--- src/rtl/cache_mem_pkg.sv ---
// Shared constants for the cache memory-side port controller.
package cache_mem_pkg;
  localparam int LINE_WORDS  = 4;
  localparam int OFFSET_BITS = 2;
  localparam int ADDR_DEF    = 10;
  localparam int WIDTH_DEF   = 32;

  localparam logic [1:0] ST_IDLE  = 2'd0;
  localparam logic [1:0] ST_READ  = 2'd1;
  localparam logic [1:0] ST_WRITE = 2'd2;
  localparam logic [1:0] ST_DONE  = 2'd3;
endpackage

--- src/rtl/cache_mem_port_ctrl_line_buffer.sv ---
// Refill line buffer: one word written per cycle at idx, cleared by reset.
module line_buffer
  import cache_mem_pkg::*;
#(
  parameter int WIDTH = WIDTH_DEF
) (
  input  logic                          clk,
  input  logic                          rst,
  input  logic                          we,
  input  logic [OFFSET_BITS-1:0]        idx,
  input  logic [WIDTH-1:0]              wdata,
  output logic [LINE_WORDS*WIDTH-1:0]   resp_line
);
  logic [LINE_WORDS-1:0][WIDTH-1:0] words;

  always_ff @(posedge clk or posedge rst) begin
    if (rst)     words <= '0;
    else if (we) words[idx] <= wdata;
  end

  assign resp_line = words;
endmodule

--- src/rtl/cache_mem_port_ctrl.sv ---
// Memory-side port for the write-through data cache: 4-word block refill on
// read, single-word write-through store on write, one-cycle response pulse.
module cache_mem_port_ctrl
  import cache_mem_pkg::*;
#(
  parameter int ADDR  = ADDR_DEF,
  parameter int WIDTH = WIDTH_DEF
) (
  input  logic                        clk,
  input  logic                        rst,
  input  logic                        req_valid,
  input  logic                        req_write,
  input  logic [ADDR-1:0]             req_addr,
  input  logic [WIDTH-1:0]            req_wdata,
  output logic                        req_ready,
  output logic                        resp_valid,
  output logic [LINE_WORDS*WIDTH-1:0] resp_line,
  output logic [WIDTH-1:0]            resp_word,
  output logic                        mem_read,
  output logic                        mem_write,
  output logic [ADDR-1:0]             mem_address,
  output logic [WIDTH-1:0]            mem_write_data,
  output logic [OFFSET_BITS-1:0]      mem_counter,
  input  logic                        mem_ready,
  input  logic [WIDTH-1:0]            mem_rdata
);
  localparam logic [OFFSET_BITS-1:0] LAST = OFFSET_BITS'(LINE_WORDS - 1);

  logic [1:0]                       state;
  logic [OFFSET_BITS-1:0]           cnt;
  logic [ADDR-1:0]                  addr_q;
  logic [WIDTH-1:0]                 wdata_q;
  logic [LINE_WORDS-1:0][WIDTH-1:0] buf_words, next_words, resp_line_q;
  logic [WIDTH-1:0]                 resp_word_q;

  line_buffer #(.WIDTH(WIDTH)) u_line (
    .clk       (clk),
    .rst       (rst),
    .we        (state == ST_READ),
    .idx       (cnt),
    .wdata     (mem_rdata),
    .resp_line (buf_words)
  );

  // Completed line as it will look once the final word lands; lets the
  // response registers load on the same edge the buffer finishes.
  always_comb begin
    next_words               = buf_words;
    next_words[LINE_WORDS-1] = mem_rdata;
  end

  always_ff @(posedge clk or posedge rst) begin
    if (rst) begin
      state       <= ST_IDLE;
      cnt         <= '0;
      addr_q      <= '0;
      wdata_q     <= '0;
      resp_line_q <= '0;
      resp_word_q <= '0;
    end else begin
      case (state)
        ST_IDLE: if (req_valid) begin
          addr_q  <= req_addr;
          wdata_q <= req_wdata;
          cnt     <= '0;
          state   <= req_write ? ST_WRITE : ST_READ;
        end
        ST_READ: begin
          if (cnt != LAST) cnt <= cnt + 1'b1;
          else if (mem_ready) begin
            resp_line_q <= next_words;
            resp_word_q <= next_words[addr_q[OFFSET_BITS-1:0]];
            state       <= ST_DONE;
          end
        end
        ST_WRITE: state <= ST_DONE;
        default:  state <= ST_IDLE;
      endcase
    end
  end

  // Responses are held in their own registers so writes and in-flight
  // refills never disturb the last completed line.
  assign resp_line  = resp_line_q;
  assign resp_word  = resp_word_q;
  assign req_ready  = (state == ST_IDLE);
  assign resp_valid = (state == ST_DONE);
  assign mem_read   = (state == ST_READ);
  assign mem_write  = (state == ST_WRITE);

  always_comb begin
    mem_address    = '0;
    mem_write_data = '0;
    mem_counter    = '0;
    if (mem_read) begin
      mem_address = {addr_q[ADDR-1:OFFSET_BITS], OFFSET_BITS'(0)};
      mem_counter = cnt;
    end else if (mem_write) begin
      mem_address    = addr_q;
      mem_write_data = wdata_q;
    end
  end
endmodule

--- config.mk ---
export PLATFORM = sky130hd
export DESIGN_NAME = cache_mem_port_ctrl
export DESIGN_NICKNAME = d
export VERILOG_FILES = /design/src/rtl/cache_mem_pkg.sv /design/src/rtl/cache_mem_port_ctrl_line_buffer.sv /design/src/rtl/cache_mem_port_ctrl.sv
export SDC_FILE = /design/constraint.sdc
export NUM_CORES = 1
export LEC_CHECK = 0
export ABC_AREA = 1
export CAP_MARGIN = 20
export CORE_ASPECT_RATIO = 0.75
export CORE_MARGIN = 3
export CORE_UTILIZATION = 52
export CTS_CLUSTER_SIZE = 20
export DETAILED_ROUTE_END_ITERATION = 8
export MAX_ROUTING_LAYER = met4
export PLACE_DENSITY = 0.8
export SLEW_MARGIN = 10
export SYNTH_ARGS = -nofsm -noshare
export SYNTH_HDL_FRONTEND = slang
export SYNTH_HIERARCHICAL = 1
export SYNTH_SLANG_ARGS = --single-unit
export TNS_END_PERCENT = 20
--- constraint.sdc ---
create_clock -name clk -period 9.8 [get_ports clk]
set_input_delay 1.96 -clock clk [delete_from_list [all_inputs] [get_ports clk]]
set_output_delay 1.96 -clock clk [all_outputs]
set_load 0.02 [all_outputs]
======== Word level (Yosys, flattened, before mapping) ========
Cells that the tools add are included.
storage, ports and cells
  register bits after elaboration ......... 334
  input port bits ......................... 79
  output and inout port bits .............. 208
  word-level logic and storage cells ...... 51
operators by class
  $add $sub $neg .......................... 1
  $lt $le $gt $ge ......................... 3
  equal/unequal tests ..................... 8
  multiplexer cells ....................... 18
  bitwise logic cells ..................... 1
  reduce and logical (&&, ||, !) cells .... 7
operators by type and width
  operator                                                    count
  bitwise mux 128 bit                                         1
  2-to-1 mux 32 bit                                           4
  binary-select mux 32 bit (select 2 bit)                     1
  demux 32 bit (select 2 bit)                                 1
  2-to-1 mux 10 bit                                           2
  2-to-1 mux 2 bit                                            7
  AND reduction 3 bit                                         3
  less-than comparator 2 x 3 -> 1 bit, second input constant  2
  != test 2 bit, second input constant                        3
  one-hot mux 2 bit (3 select lines)                          1
  equality test 2 bit, second input constant                  2
  != test 2 x 1 -> 1 bit, second input constant               2
  one-hot mux 2 bit (2 select lines)                          1
  adder 2 x 1 -> 2 bit, second input constant                 1
  equality test 2 x 1 -> 1 bit, second input constant         1
  >= comparator 2 x 1 -> 1 bit, second input constant         1
  logical NOT 2 bit                                           1
  AND reduction 2 bit                                         1
  nonzero test 2 bit                                          1
  logical AND 1 bit                                           1
  inverter 1 bit                                              1

======== Logic depth before layout (Yosys ltp) ========
  word-level depth ........................ 5
  depth in mapped cells ................... 9
  gate-level depth less buffers ........... 8

======== By module ========
Netlist, hierarchy kept.
by module, submodules not included
  module               times used  cells each  area an instance (um2)  sequential area each (um2)
  cache_mem_port_ctrl  1           1172        9546.7                  5154.9
  line_buffer          1           570         5192.5                  3203.1

======== Worst setup path after synthesis ========
Ideal clock, no wire load.
  path type ............................... register -> output
  start point ............................. register state[0]
  end point ............................... output port mem_write_data[21]
  arrival time ............................ 1.644 ns
  required time ........................... 7.840 ns
  slack ................................... 6.196 ns
  stages on the path, launching flop included .. 7
  buffers on the path ..................... 2
  cell sequence ........................... dfrtp_1 > inv_1 > ha_1 > clkbuf_1 > clkbuf_1 > nand2_1 > nor2_1
between the ends
  cells in the longest elaborated chain, start to end .. 3
  elaborated cells on any way between the ends .. 4
  classes of those cells .................. eq/ne: 2; mux: 2
RTL lines
  what                    RTL line                   source
  from (decl)             cache_mem_port_ctrl.sv:29  logic [1:0] state;
  from (signal assigned)  cache_mem_port_ctrl.sv:66  state <= req_write ? ST_WRITE : ST_READ;
  equality test 2 bit     cache_mem_port_ctrl.sv:89  assign mem_write = (state == ST_WRITE);
  named net mem_write     cache_mem_port_ctrl.sv:20  output logic mem_write,
  2-to-1 mux 32 bit       cache_mem_port_ctrl.sv:98  end else if (mem_write) begin
  2-to-1 mux 32 bit       cache_mem_port_ctrl.sv:95  if (mem_read) begin
  to (decl)               cache_mem_port_ctrl.sv:22  output logic [WIDTH-1:0] mem_write_data,
The timed path passes the listed nets, and every way through them passes these cells.

======== Worst setup path in the final report ========
  start point ............................. register state[0]
  end point ............................... output port mem_write_data[4]
between the ends
  cells in the longest elaborated chain, start to end .. 3
  elaborated cells on any way between the ends .. 4
  classes of those cells .................. eq/ne: 2; mux: 2
RTL lines
  what                 RTL line
  equality test 2 bit  cache_mem_port_ctrl.sv:89
  2-to-1 mux 32 bit    cache_mem_port_ctrl.sv:98
  2-to-1 mux 32 bit *  cache_mem_port_ctrl.sv:95
Mark *: on every way between the ends. The rest lies on a longest branch, timed or not.

==> metrics.txt <==
status=complete, no violations; CP max stage delay=0.80 ns; first-pass GRT wire length=62300 um; Worst EP arrival=3.28 ns; clock tree sinks=302; row cnt=50; cts hold-fix bufs=0; largest net degree at the start of global routing=138; dpl ws=5.20 ns; Syn. warnings=6; IR Drop Worst-Case VDD=0.188 mV; data required time of the worst path=7.84 ns; grt total ovfl=0; Total Die Area=27800 um2; I/O Buffers=286; I/O pin count=287; setup bufs post-CTS=0; final core utilization=0.688; antenna viol nets, final=0; vias after detailed routing=11800; WL final=38900 um; Clock Skew=0.0136 ns; Setup crit start kind=flop; clk root buf=clkbuf_16; Leak=0.00877 uW; cts bufs inserted=30; cts repair resizes=0; switching power=2360 uW; register share of total power=0.361; Final Setup Violations=0; antenna violations before repair=0; CP Cell Sequence=inv_1 > ha_1 > nand2_1 > nor2_1 > clkdlybuf4s50_1; Avg Cell Area, Syn=8.39 um2; Worst Hold Class=reg2reg; Global Route Usage Sum=0.285; final net count=1914; hold slack=0.473 ns; Logic pwr share=0.432; final hold vios=0; WS Path Type=reg2out; GPL Wtd Cong=0.862; RSZ-0062 raised after global routing=false; setup ws final=4.56 ns; Slowest-stage cell, CP=ha_1; Tmin final=5.24 ns; WL per Instance=17.8 um; diodes inserted=0; Area Growth Syn to Fin=29.1%; cell family with most CP delay=adder cells; htree depth=1; final slew viol count=0; Max Cap Viol=0; fill count=1938; power density cells=335 nW/um2; drt pass-1 iters=5; Rel. slew slack=0.277; Die W=192 um; Detail Placement HPWL=23900 um; Die Ht=145 um; clock buffer depth=3; Core ar.=25200 um2; mapped cell area=13400 um2; vias in the first global route=11500; post-DR vias/cell=5.39; Fmax=191 MHz; Initial Util=0.533; Starting DRT DRC Count=1106; placed cell count=2133; Syn Inst Count=1603; final period utilization=0.535; CTS tree=built; Final Non-Filler Cells=2189; fraction of layout cells with a size suffix above 1=0.0562; Buf+Inv Stages, Crit Path=2; Clock Pin Slew Worst Setup and Hold Paths=0.06 ns; crit end category=output port; syn nets=1690; Worst-Margin Slew=1.08 ns; Max FO, Critical Path=25; drt drc=0; Worst-Skew Late Latency=0.55 ns; Sw Ratio=0.406; Clk network pwr share=0.207; setup TNS=0 ns; internal power=3460 uW
[power groups by stage]
stage	sequential (uW)	clock, uW	combinational [uW]
after floorplan	2220	0	1330
after global placement	2090	0	2420
after detailed placement	2100	0	2500
after CTS	2090	1220	2520
after global routing	2150	1280	2740
final	2100	1210	2510
[routing by layer]
metal / wire length (um) / vias up / GRT usage / share of wire
li1: - / 5475 / - / -
met1: 16900 / 5757 / 0.403 / 0.43
met2: 18500 / 497 / 0.449 / 0.47
met3: 2860 / 77 / 0.0348 / 0.073
met4: 735 / 0 / 0.0598 / 0.019
met5: 0 / - / - / 0
[worst register-to-register path, delay by kind of cell, from the launching register on]
kind | cells | cell delay (ns)
AO/OA/AOI/OAI | 1 | 0.20
AND/OR/NAND/NOR | 1 | 0.41
flip-flops | 1 | 0.76
buffers and inverters | 2 | 1.37
adder cells (fa/ha/maj) | 1 | 0.44
[through the flow]
step                area, um2  power, uW
detailed placement      16300       4600
global placement        16300       4510
finish                  17400       5820
floorplan               13400       3550
CTS                     17400       5830
global route            17400       6170
[placed cells by master (no fill, tap or decap), types with 2 or more instances in the layout]
cell type,count
nand3_2,2
nand4_1,64
nand2_1,617
clkbuf_1,2
nor2_1,64
o21ai_1,112
dfrtp_2,4
clkinv_1,4
dfrtp_1,298
a21oi_1,21
clkinvlp_4,5
clkinv_2,7
mux2_4,20
ha_1,7
nand3_1,96
inv_1,155
mux2_2,2
clkbuf_16,31
buf_4,12
nand2_2,2
clkdlybuf4s50_1,286
clkbuf_8,8
o21ai_0,20
bufinv_16,3
[worst paths after layout]
kind                                           start              endpoint  slack [ns]  cells past startpoint
worst max-delay path                        state[0]     mem_write_data[4]        4.56                      5
worst min-delay path            u_line/resp_line[78]  u_line/resp_line[78]        0.47                      2
worst max register to register                cnt[0]        resp_line[117]        6.46                      5
worst min register to register  u_line/resp_line[78]  u_line/resp_line[78]        0.47                      2
max in group asynchronous                        rst         resp_line[39]        6.09                      3
min in group asynchronous                        rst  u_line/resp_line[69]        2.02                      2
[registers in the layout, indices dropped and copies added, names as in the netlist]
register	count
resp_line	128
u_line/resp_line	96
resp_word	32
wdata_q	32
addr_q	10
cnt	2
state	2
[layout make-up]
class,instances,area [um2],area share
Clock inverter,15,163,0.00937
Sequential cell,302,7560,0.436
Multi-Input combinational cell,1032,4720,0.272
Timing Repair Buffer,299,2980,0.172
Clock buffer,41,893,0.0515
Tap cell,338,423,0.0244
Inverter,162,618,0.0356
Power figures use the tool's default switching activity.
